**config.mk**
```make
export PLATFORM = sky130hd
export DESIGN_NAME = axis_rgb2grey
export DESIGN_NICKNAME = d
export VERILOG_FILES = /design/src/rtl/rgb2grey_pkg.sv /design/src/rtl/axis_pipe_reg.sv /design/src/rtl/axis_rgb2grey.sv
export SDC_FILE = /design/constraint.sdc
export NUM_CORES = 1
export LEC_CHECK = 0
export CORE_MARGIN = 5
export CORE_UTILIZATION = 37
export CTS_BUF_LIST = sky130_fd_sc_hd__clkbuf_4 sky130_fd_sc_hd__clkbuf_8
export CTS_CLUSTER_DIAMETER = 30
export DETAILED_ROUTE_END_ITERATION = 10
export SLEW_MARGIN = 20
export SYNTH_ARGS = -nofsm -noshare
export SYNTH_HDL_FRONTEND = slang
export SYNTH_SLANG_ARGS = --single-unit
```
**constraint.sdc**
```tcl
create_clock -name clk_i -period 6.4 [get_ports clk_i]
set_input_delay 0.96 -clock clk_i [delete_from_list [all_inputs] [get_ports clk_i]]
set_output_delay 0.96 -clock clk_i [all_outputs]
set_load 0.1 [all_outputs]
```
**src/rtl/rgb2grey_pkg.sv**
```systemverilog
// Shared types, coefficients and arithmetic helpers for the RGB888 -> greyscale stream block.
// Luma weights are BT.601 scaled by 256 (77 + 150 + 29 = 256).
package rgb2grey_pkg;

  localparam logic [7:0]  COEF_R = 8'd77;
  localparam logic [7:0]  COEF_G = 8'd150;
  localparam logic [7:0]  COEF_B = 8'd29;
  localparam logic [15:0] ROUND  = 16'd128;

  typedef struct packed {
    logic [7:0] b;
    logic [7:0] g;
    logic [7:0] r;
  } pixel_t;

  typedef struct packed {
    pixel_t pixel;
    logic   tuser;
    logic   mode;
  } stage_t;

  // First stage: weighted channel products travel alongside the raw beat.
  typedef struct packed {
    logic [15:0] pr;
    logic [15:0] pg;
    logic [15:0] pb;
    stage_t      st;
  } s1_t;

  typedef struct packed {
    pixel_t pixel;
    logic   tuser;
  } s2_t;

  function automatic logic [15:0] scale(input logic [7:0] coef, input logic [7:0] chan);
    return 16'(coef) * 16'(chan);
  endfunction

  // Full-scale white sums to 65408, so the 16-bit accumulator cannot overflow.
  function automatic logic [7:0] luma(input logic [15:0] pr, input logic [15:0] pg,
                                      input logic [15:0] pb);
    logic [15:0] sum;
    sum = pr + pg + pb + ROUND;
    return 8'(sum >> 8);
  endfunction

endpackage

```
**src/rtl/axis_pipe_reg.sv**
```systemverilog
// One valid/ready pipeline register: loads when empty or when its content leaves this cycle.
// Data is held while stalled so the downstream side sees a stable beat.
module axis_pipe_reg #(
  parameter int unsigned W = 8
) (
  input  logic         clk_i,
  input  logic         rst_i,
  input  logic         s_valid_i,
  output logic         s_ready_o,
  input  logic [W-1:0] s_data_i,
  output logic         m_valid_o,
  input  logic         m_ready_i,
  output logic [W-1:0] m_data_o
);

  logic         valid_q, valid_d;
  logic [W-1:0] data_q, data_d;

  assign s_ready_o = ~valid_q | m_ready_i;
  assign m_valid_o = valid_q;
  assign m_data_o  = data_q;

  always_comb begin
    valid_d = valid_q;
    data_d  = data_q;
    if (s_ready_o) begin
      valid_d = s_valid_i;
      if (s_valid_i) begin
        data_d = s_data_i;
      end
    end
  end

  always_ff @(posedge clk_i) begin
    if (rst_i) begin
      valid_q <= 1'b0;
      data_q  <= '0;
    end else begin
      valid_q <= valid_d;
      data_q  <= data_d;
    end
  end

endmodule

```
**src/rtl/axis_rgb2grey.sv**
```systemverilog
// AXI4-Stream RGB888 -> greyscale converter with per-frame bypass, two-stage pipeline.
// Mode is latched at start-of-frame and carried with each beat so in-flight pixels keep theirs.
module axis_rgb2grey
  import rgb2grey_pkg::*;
#(
  parameter int unsigned BITS_PER_PIXEL   = 24,
  parameter int unsigned BITS_PER_CHANNEL = 8
) (
  input  logic                      clk_i,
  input  logic                      rst_i,
  input  logic                      enable_i,
  input  logic                      in_axis_tvalid,
  output logic                      in_axis_tready,
  input  logic [BITS_PER_PIXEL-1:0] in_axis_tdata,
  input  logic                      in_axis_tuser,
  output logic                      out_axis_tvalid,
  input  logic                      out_axis_tready,
  output logic [BITS_PER_PIXEL-1:0] out_axis_tdata,
  output logic                      out_axis_tuser,
  output logic                      mode_o,
  output logic [15:0]               frame_cnt_o
);

  if (BITS_PER_PIXEL != 24 || BITS_PER_CHANNEL != 8) begin : g_bad_cfg
    $error("axis_rgb2grey supports only 24-bit RGB888 pixels");
  end

  logic        mode_q, mode_d;
  logic [15:0] frame_cnt_q, frame_cnt_d;

  pixel_t in_px;
  logic   beat_mode;
  logic   in_fire, out_fire;
  logic   s1_ready, s1_valid, s2_ready, s2_valid;
  s1_t    s1_d, s1_q;
  s2_t    s2_d, s2_q;
  logic [7:0] y;

  assign in_px          = in_axis_tdata;
  assign in_axis_tready = s1_ready & ~rst_i;
  assign in_fire        = in_axis_tvalid & in_axis_tready;
  // A SOF beat already uses the newly requested mode, not the latched one.
  assign beat_mode      = in_axis_tuser ? enable_i : mode_q;

  always_comb begin
    s1_d.pr       = scale(COEF_R, in_px.r);
    s1_d.pg       = scale(COEF_G, in_px.g);
    s1_d.pb       = scale(COEF_B, in_px.b);
    s1_d.st.pixel = in_px;
    s1_d.st.tuser = in_axis_tuser;
    s1_d.st.mode  = beat_mode;
  end

  axis_pipe_reg #(
    .W($bits(s1_t))
  ) u_stage1 (
    .clk_i     (clk_i),
    .rst_i     (rst_i),
    .s_valid_i (in_axis_tvalid),
    .s_ready_o (s1_ready),
    .s_data_i  (s1_d),
    .m_valid_o (s1_valid),
    .m_ready_i (s2_ready),
    .m_data_o  (s1_q)
  );

  always_comb begin
    y           = luma(s1_q.pr, s1_q.pg, s1_q.pb);
    s2_d.tuser  = s1_q.st.tuser;
    s2_d.pixel  = s1_q.st.pixel;
    if (s1_q.st.mode) begin
      s2_d.pixel = '{b: y, g: y, r: y};
    end
  end

  axis_pipe_reg #(
    .W($bits(s2_t))
  ) u_stage2 (
    .clk_i     (clk_i),
    .rst_i     (rst_i),
    .s_valid_i (s1_valid),
    .s_ready_o (s2_ready),
    .s_data_i  (s2_d),
    .m_valid_o (s2_valid),
    .m_ready_i (out_axis_tready),
    .m_data_o  (s2_q)
  );

  assign out_axis_tvalid = s2_valid;
  assign out_axis_tdata  = s2_q.pixel;
  assign out_axis_tuser  = s2_q.tuser;
  assign out_fire        = out_axis_tvalid & out_axis_tready;

  always_comb begin
    mode_d      = mode_q;
    frame_cnt_d = frame_cnt_q;
    if (in_fire && in_axis_tuser) begin
      mode_d = enable_i;
    end
    if (out_fire && out_axis_tuser) begin
      frame_cnt_d = frame_cnt_q + 16'd1;
    end
  end

  always_ff @(posedge clk_i) begin
    if (rst_i) begin
      mode_q      <= 1'b0;
      frame_cnt_q <= '0;
    end else begin
      mode_q      <= mode_d;
      frame_cnt_q <= frame_cnt_d;
    end
  end

  assign mode_o      = mode_q;
  assign frame_cnt_o = frame_cnt_q;

endmodule

```
==> results of run 1 <==
-- worst min-delay path: stages (launching register included) --
cell and delay [ns]:
dfxtp_1 0.32, nand2_1 0.05, a21oi_1 0.05
-- power by group --
group | switching (mW) | internal [mW]
Clock | 0.233 | 0.184
Combinational | 0.714 | 0.473
Sequential | 0.0398 | 0.742
-- cells in the final DEF (no fill, tap or decap), types with 3 or more instances in the layout --
master             n
or3_1              8
nand2_1          122
clkbuf_8          12
nand4_1            7
nor3_1            16
o21a_1             4
nor2b_1            4
o31ai_1            4
buf_4              6
a2111oi_0          5
clkdlybuf4s50_1   72
o211ai_1           6
nor3b_1            6
o21ai_0           30
and4_1             5
xor2_1            22
fa_1              38
o22ai_1            4
nor4_1             4
nand2b_1          14
inv_1            119
ha_1             126
a31oi_1           10
and3_1             9
o21bai_1           3
a211oi_1          14
a21o_1            14
a21oi_1           86
dfxtp_1          108
nand3_1           13
xnor2_1           15
nor2_1            44
-- through the flow --
step           hold slack, ns   util  instance area (um2)  setup slack [ns]
6_report                0.458  0.432                 9070              1.94
5_1_grt                 0.473  0.432                 9070              1.61
4_1_cts                 0.460  0.432                 9070              1.93
3_5_place_dp            0.445  0.422                 8870              1.54
3_3_place_gp            0.441  0.422                 8870              1.61
2_1_floorplan           0.432      -                 7900              2.38
-- kinds of logic after synthesis --
kind of cell,after synthesis,synth area share
and+or+nand+nor,263,0.155
xor gates and xnor gates,37,0.0410
buffers and inverters,156,0.0746
AOI/OAI and AO/OA,199,0.156
muxes,3,0.00396
adders and majority gates,164,0.296
DFF,108,0.274
-- cell type report --
type                    count  area [um2]  area share
inverters                 119         447      0.0492
flip-flops and latches    108        2160       0.238
clock buffers              14         180      0.0199
well taps                 275         344      0.0379
multi-input cells         666        5150       0.568
clock inverters             2        16.3     0.00179
repair buffers             79         771      0.0850
-- layer usage --
metal,vias to the layer above,track usage
li1,3273,-
met1,2958,0.216
met2,73,0.243
met3,15,0.0183
met4,0,0.0371
met5,-,0
-- state kept, by name (all words and copies together) (netlist names) --
name / cells
u_stage2.m_valid_o: 1
u_stage2.m_data_o: 25
mode_o: 1
frame_cnt_o: 16
u_stage1.m_data_o: 64
u_stage1.m_valid_o: 1
-- worst paths after layout --
kind,startpoint,endpoint,slack (ns),cells after the start
max,in_axis_tdata[21],u_stage1.m_data_o[38]$_SDFFE_PP0P_,1.94,15
min,u_stage1.m_data_o[31]$_SDFFE_PP0P_,u_stage1.m_data_o[31]$_SDFFE_PP0P_,0.46,2
max reg2reg,u_stage1.m_data_o[32]$_SDFFE_PP0P_,u_stage2.m_data_o[24]$_SDFFE_PP0P_,2.97,10
min reg2reg,u_stage1.m_data_o[31]$_SDFFE_PP0P_,u_stage1.m_data_o[31]$_SDFFE_PP0P_,0.46,2
==> metrics.txt, run 1 <==
P&R area growth vs syn=14.9%; postcts setup bufs=0; hpwl dp=14,100 um; VDD IR max=between 0.00009 and 0.0001 V; fmax=about 0.22 GHz; fraction of layout cells with a size suffix above 1=0.0294; most used cell, CP=inv_1; setup tns final=0 ns; clock tree buffer depth=2; number of DRC markers in iteration 0=about 340; Clock Latency Late Sink=0.38 ns; Total GRT Usage=0.151; TritonCTS Buffers=9; number of remaining DRC errors=0; DR pass1 iterations=4; TritonCTS clock tree=yes; final hold vios=0; num ports=between 70 and 80; area share of the largest cell type after synthesis=0.274; Worst Hold Class=register to register; Top Metal Used=met4; area leader, netlist=dfxtp_1; Tcrit/Tclk final=0.698; Final Power=approximately 2.4 mW; CP Max Fanout=5; filler cell count=~2,200; largest net degree at the start of global routing=between 60 and 70; Worst Path Buf+Inv=5; placed cells=roughly 1,200; Crit path largest cell delay=around 0.66 ns; Yosys reg bits=108; core area=around 0.021 mm2; syn_area_per_cell=8.49 um2; chip height=about 160 um; Reg clk slew, reported paths=0.10 ns; Final nets=between 1,000 and 1,500; largest cells by area after synthesis=dfxtp_1 27%, ha_1 20%, fa_1 9.6%; crit path max-delay cell type=clkdlybuf4s50_1; Diodes inserted=0; TritonCTS Sinks=108; leading cell type by number of instances after synthesis=ha_1; CP Capture Type=register; vias=around 6,300; final std cells w/o fill=about 1,300; post-synthesis cell type count=55; H-tree levels=3; Max-Cap Viols=0; met2 WL post-DR=about 8000 um; post-layout min period=between 4 and 5 ns; max-slew violations=0; most instantiated cells after synthesis=126 x ha_1, 123 x nand2_1, 119 x inv_1, 108 x dfxtp_1, 86 x a21oi_1; commonest register cell after synthesis=dfxtp_1; CP cell instances=clkdlybuf4s50_1 > inv_1 > fa_1 > inv_1 > ha_1 > inv_1 > fa_1 > inv_1 > ha_1 > o21a_1 > o21a_1 > a2111oi_0 > nor3_1 > xnor2_1 > a21oi_1; buffers added on ports=73; outcome=finished clean; Worst Tran Pin Value=roughly 1.0 ns; # setup viols final=0; # rows=53; Post-CTS Resized=0; Synth Cell Area=between 0.007 and 0.008 mm2; first-pass GRT wire length=just over 30,000 um; WL/cell=between 10 and 15 um; Slew headroom=0.322; number of global-route vias before repair=between 6,000 and 7,000; synth warn=0; routed wire length=between 15,000 and 20,000 um; number of antenna violations at the first check in global routing=0; fraction of registers with async set/reset=0; Worst Skew=between 0.01 and 0.015 ns; Worst Setup Start Kind=primary input; RSZ-0062 raised after global routing=no; CP Data Required Time=about 6.6 ns; Cells after Synth=930; Final GP Congestion=0.799; post-synthesis net count=around 1,100; die width=around 160 um; met3 WL post-DR=roughly 480 um; number of antenna-violating nets in the routed design=0; hold_buf cts=0; Worst Path Arrival=approximately 4.7 ns; Congestion Overflow GR=0; critical path class=primary input to register; drt via density=roughly 5; metal1 wirelength=slightly above 9000 um; EDFF count, synth=0; Crit path max-delay family=adder cells; sequential cell area fraction in the yosys report=0.274; clock root cell=clkbuf_8; pwr dens=about 260 mW/mm2; Leakage=around 4.2 nW; Initial Util=0.376; Die Area=around 0.024 mm2
Power figures use the tool's default switching activity.
==> run 2, diff against run 1 <==
clock period = 4.1 ns   (was 6.4 ns; I/O delays follow)
==> run 2 against run 1 <==
First-iteration DRC count increased by 10%. Via count increased by 3.4%. Die area unchanged. Non-clock buffer count increased by 51. Setup slack got worse by 1.7 ns. Clock skew decreased by 0.0025 ns. Utilization increased by 1.9 points. Hold slack got worse by 0.0013 ns. Sequential power increased by 56%. Sequential share of layout area decreased by 1.0 points. Critical endpoint is now u_stage1.m_data_o[72]$_SDFFE_PP0P_.
==> metrics.txt, run 2 (same netlist as run 1, synthesis figures left out) <==
outcome=finished clean; RR Startpoint=u_stage1.m_data_o[32]$_SDFFE_PP0P_; fin area=~0.0095 mm2; final hold vios=0; R2R Setup Slk=between 0.6 and 0.7 ns; fmax=0.259 GHz; hold endpoint=u_stage1.m_data_o[53]$_SDFFE_PP0P_; TritonCTS Sinks=about 110; hpwl dp=about 15,000 um; WHS Path Cells=2; CP Capture Type=register; Worst Skew=between 0.008 and 0.009 ns; crit path max-delay cell type=fa_1; most frequent cells in the layout=126 x ha_1, 122 x nand2_1, 119 x inv_1, 108 x dfxtp_1, 86 x a21oi_1; Initial Util=0.376; core area=about 0.021 mm2; metal1 wirelength=around 9300 um; Diodes inserted=0; HP Start=u_stage1.m_data_o[53]$_SDFFE_PP0P_; max-slew violations=0; met3 WL post-DR=620 um; Final nets=1,228; Worst Tran Pin Value=1.01 ns; CP cell instances=clkdlybuf4s50_1 > ha_1 > ha_1 > inv_1 > fa_1 > fa_1 > inv_1 > ha_1 > a21oi_1 > a21oi_1 > o211ai_1 > a21boi_0 > o41a_1; most used cell, CP=ha_1; Crit path largest cell delay=a little over 0.5 ns; CP Max Fanout=4; Slew headroom=0.327; largest net degree at the start of global routing=48; Total GRT Usage=0.154; number of DRC markers in iteration 0=around 380; number of antenna-violating nets in the routed design=0; hold_buf cts=0; RSZ-0062 raised after global routing=no; # setup viols final=0; Worst R2R End=u_stage2.m_data_o[23]$_SDFFE_PP0P_; CP startpoint=in_axis_tdata[4]; P&R area growth vs syn=19.9%; filler cell count=~2,100; Tcrit/Tclk final=0.941; commonest non-fill, non-tap cell in the layout=ha_1; Clock Latency Late Sink=0.39 ns; clock tree buffer depth=2; num ports=74; FF-to-FF path depth=10; fraction of layout cells with a size suffix above 1=0.0789; # rows=53; CP Data Required Time=about 4.4 ns; Reg clk slew, reported paths=around 0.1 ns; Worst Path Buf+Inv=3; Crit path max-delay family=adder cells; drt via density=4.97; Worst Path Arrival=a little over 4 ns; die width=156 um; TritonCTS clock tree=yes; critical path class=primary input to register; post-place instance area=around 0.0093 mm2; Top Metal Used=met4; DR pass1 iterations=4; post-layout min period=about 3.9 ns; number of remaining DRC errors=0; Worst Setup Start Kind=primary input; met2 WL post-DR=roughly 8500 um; Leakage=4.41 nW; Die Area=about 0.024 mm2; TritonCTS Buffers=9; WL/cell=~14 um; number of global-route vias before repair=6,170; pwr dens=between 400 and 500 mW/mm2; H-tree levels=3; Max-Cap Viols=0; vias=around 6,500; number of antenna violations at the first check in global routing=0; Worst Hold Class=register to register; buffers added on ports=73; clock root cell=clkbuf_8; max FFs per register=between 60 and 70; Congestion Overflow GR=0; first-pass GRT wire length=between 30,000 and 40,000 um; chip height=between 150 and 200 um; final std cells w/o fill=around 1,300; routed wire length=18,500 um; VDD IR max=0.000171 V; placed cells=approximately 1,300; Final GP Congestion=0.829
-- run 2: cell types whose count changed in the layout (fill, tap and decap cells not counted), sizes merged --
| cell | previous run | this run |
|---|---|---|
| clkinv | 0 | 2 |
| clkinvlp | 1 | 2 |
| clkbuf | 14 | 10 |
| buf | 7 | 59 |
| bufinv | 0 | 1 |
| clkdlybuf4s50 | 72 | 71 |
-- run 2: worst register-to-register path: stages (launching register included) --
cell and delay (ns):
dfxtp_1 0.34, inv_1 0.06, fa_1 0.42, inv_1 0.08, fa_1 0.41, ha_1 0.35, a211oi_1 0.46, a211oi_1 0.19
or4_1 0.49, a31oi_1 0.42, a21oi_1 0.13
-- run 2: metrics by stage --
step	power [mW]	setup TNS (ns)	utilization	hold WS (ns)	setup WS, ns
global route	4.27	0	0.450	0.477	0.0145
finish	3.90	0	0.450	0.457	0.242
detailed placement	3.24	-1.06	0.440	0.444	-0.191
global placement	3.22	-0.737	0.440	0.441	-0.170
floorplan	2.67	0	-	0.432	0.425
CTS	3.94	0	0.450	0.459	0.213
-- run 2: power by group --
| part | switching [mW] | total [mW] | internal (mW) |
|---|---|---|---|
| clock network | 0.387 | 0.683 | 0.296 |
| registers | 0.0658 | 1.22 | 1.16 |
| logic | 1.15 | 2.00 | 0.851 |
-- run 2: what timing repair did --
action,CTS,global route
resized for setup,0,2
buffers inserted,0,0
endpoints found under the setup margin,0,2
-- run 2: layout make-up --
cell class              count  area, um2  share of cell area
repair buffers            130       1150               0.122
flip-flops and latches    108       2160               0.228
inverters                 119        447              0.0472
clock inverters             6       73.8             0.00780
clock buffers              10        131              0.0139
well taps                 275        344              0.0363
multi-input cells         666       5160               0.545
-- run 2: per-layer routing --
metal | GRT usage | up-vias
met1 | 0.217 | 3072
met4 | 0.0292 | 0
met2 | 0.250 | 80
met5 | 0 | -
li1 | - | 3375
met3 | 0.0258 | 8
-- run 2: worst max-delay path by stage --
stage / end / cells after the start / slack (ns)
floorplan: u_stage1.m_data_o[54]$_SDFFE_PP0P_ / 13 / 0.42
global placement: u_stage1.m_data_o[54]$_SDFFE_PP0P_ / 14 / -0.17
detailed placement: u_stage1.m_data_o[54]$_SDFFE_PP0P_ / 14 / -0.19
CTS: u_stage1.m_data_o[54]$_SDFFE_PP0P_ / 14 / 0.21
global route: u_stage1.m_data_o[54]$_SDFFE_PP0P_ / 14 / 0.01
finish: u_stage1.m_data_o[72]$_SDFFE_PP0P_ / 13 / 0.24
==> run 3, diff against run 2 <==
CORE_MARGIN = 10   (was 5)
REMOVE_ABC_BUFFERS = 1   (was unset)
==> run 3 against run 2 <==
Critical path depth increased by 1. Clock skew is 0.0067 ns higher. Via count decreased by 1.3%. Cell count shrank 0.23%. Sequential cell count is the same. Combinational power barely moved.
==> metrics.txt, run 3 (same netlist as run 1, synthesis figures left out) <==
Worst Path Arrival=4.26 ns; fmax=0.255 GHz; clock root cell=clkbuf_8; TritonCTS Buffers=9; RSZ-0062 raised after global routing=no; Tcrit/Tclk final=0.957; DP Worst Slack=-0.232 ns; Final nets=about 1,200; Slew headroom=0.322; pwr dens=~410 mW/mm2; CP startpoint=in_axis_tdata[12]; num ports=74; Die Area=~0.028 mm2; critical path class=primary input to register; Leakage=4.41 nW; DR pass1 iterations=5; number of remaining DRC errors=0; routed wire length=between 15,000 and 20,000 um; # setup viols final=0; Worst R2R End=u_stage2.m_data_o[7]$_SDFFE_PP0P_; clock tree buffer depth=2; FF-to-FF path depth=10; Clock Latency Late Sink=approximately 0.4 ns; hpwl dp=around 15,000 um; drt via density=4.92; WL/cell=~14 um; H-tree levels=3; largest net degree at the start of global routing=63; max FFs per register=64; setup tns final=0 ns; RR Startpoint=u_stage1.m_data_o[32]$_SDFFE_PP0P_; CP Max Fanout=3; number of DRC markers in iteration 0=about 300; CP Data Required Time=approximately 4.4 ns; Congestion Overflow GR=0; first-pass GRT wire length=around 31,000 um; vias=between 6,000 and 7,000; final hold vios=0; Initial Util=0.376; crit path capture=u_stage1.m_data_o[54]$_SDFFE_PP0P_; number of antenna-violating nets in the routed design=0; Final WS setup=approximately 0.18 ns; Worst Skew=approximately 0.015 ns; post-layout min period=3.92 ns; chip height=166 um; P&R area growth vs syn=19.7%; TritonCTS Sinks=around 110; VDD IR max=0.000201 V; buffers added on ports=73; Max-Cap Viols=0; TritonCTS clock tree=yes; # rows=53; number of antenna violations at the first check in global routing=0; most frequent cells in the layout=126 x ha_1, 122 x nand2_1, 119 x inv_1, 108 x dfxtp_1, 86 x a21oi_1; die width=166 um; Diodes inserted=0; Worst Hold Class=register to register; outcome=finished clean; number of global-route vias before repair=between 6,000 and 7,000; Final GP Congestion=between 0.8 and 0.9; fraction of layout cells with a size suffix above 1=0.0753; Reg clk slew, reported paths=approximately 0.10 ns; Worst Tran Pin Value=~1.0 ns; Worst Setup Start Kind=primary input; max-slew violations=0; Total GRT Usage=0.135; hold_buf cts=0; core area=approximately 0.021 mm2; CP Capture Type=register; R2R Setup Slk=0.64 ns; commonest non-fill, non-tap cell in the layout=ha_1
-- run 3: routing by layer --
| metal | track usage | up-vias | part of all wire | wire length, um |
|---|---|---|---|---|
| met5 | 0 | - | 0 | 0 |
| met4 | 0.0312 | 0 | 0.0087 | 162 |
| met3 | 0.0208 | 10 | 0.034 | 627 |
| met2 | 0.225 | 98 | 0.46 | 8670 |
| met1 | 0.178 | 2962 | 0.49 | 9230 |
| li1 | - | 3380 | - | - |
-- run 3: repair_timing --
action	4_1_cts	5_1_grt
setup endpoints to repair	0	2
setup buffers	0	0
resized for setup	0	1
hold endpoints to repair	0	0
-- run 3: power by group --
part	leakage, nW	internal, mW	switching (mW)	total, mW
logic	3.42	0.841	1.14	1.98
registers	0.887	1.16	0.0654	1.22
clock network	0.106	0.315	0.383	0.698
total	4.41	2.31	1.59	3.91
-- run 3: area by class of cell --
class | count | area (um2)
clock buffer | 11 | 145
timing repair buffer | 127 | 1130
tap | 275 | 344
inverter | 119 | 447
clock inverter | 5 | 66.3
fill | 2058 | 11600
multi-input combinational | 666 | 5150
sequential | 108 | 2160
-- run 3: through the flow --
stage	area [um2]	hold slack (ns)	util	instances	power (mW)
floorplan	7750	0.425	-	893	2.65
global placement	9240	0.439	0.439	1295	3.22
detailed placement	9240	0.446	0.439	1295	3.24
CTS	9450	0.459	0.449	1311	3.96
global route	9450	0.473	0.449	1311	4.27
finish	9450	0.457	0.449	1311	3.91
-- run 3: critical path, stage by stage --
cell and delay, ns:
clkdlybuf4s50_1 0.43, ha_1 0.31, ha_1 0.27, inv_1 0.05, fa_1 0.49, fa_1 0.53, inv_1 0.04, ha_1 0.30
and4_1 0.19, nand2_1 0.05, o21ai_0 0.30, o21ai_0 0.17, or4_1 0.42, nand3_1 0.10
-- run 3: worst min path at each step --
| stage | from | end | slack, ns | cells past startpoint |
|---|---|---|---|---|
| 2_1_floorplan | u_stage1.m_data_o[15]$_SDFFE_PP0P_ | u_stage1.m_data_o[15]$_SDFFE_PP0P_ | 0.43 | 2 |
| 3_3_place_gp | u_stage1.m_data_o[64]$_SDFFE_PP0P_ | u_stage1.m_data_o[64]$_SDFFE_PP0P_ | 0.44 | 2 |
| 3_5_place_dp | u_stage1.m_data_o[64]$_SDFFE_PP0P_ | u_stage1.m_data_o[64]$_SDFFE_PP0P_ | 0.45 | 2 |
| 4_1_cts | u_stage1.m_data_o[64]$_SDFFE_PP0P_ | u_stage1.m_data_o[64]$_SDFFE_PP0P_ | 0.46 | 2 |
| 5_1_grt | u_stage1.m_data_o[33]$_SDFFE_PP0P_ | u_stage1.m_data_o[33]$_SDFFE_PP0P_ | 0.47 | 2 |
| 6_report | u_stage1.m_data_o[48]$_SDFFE_PP0P_ | u_stage1.m_data_o[48]$_SDFFE_PP0P_ | 0.46 | 2 |
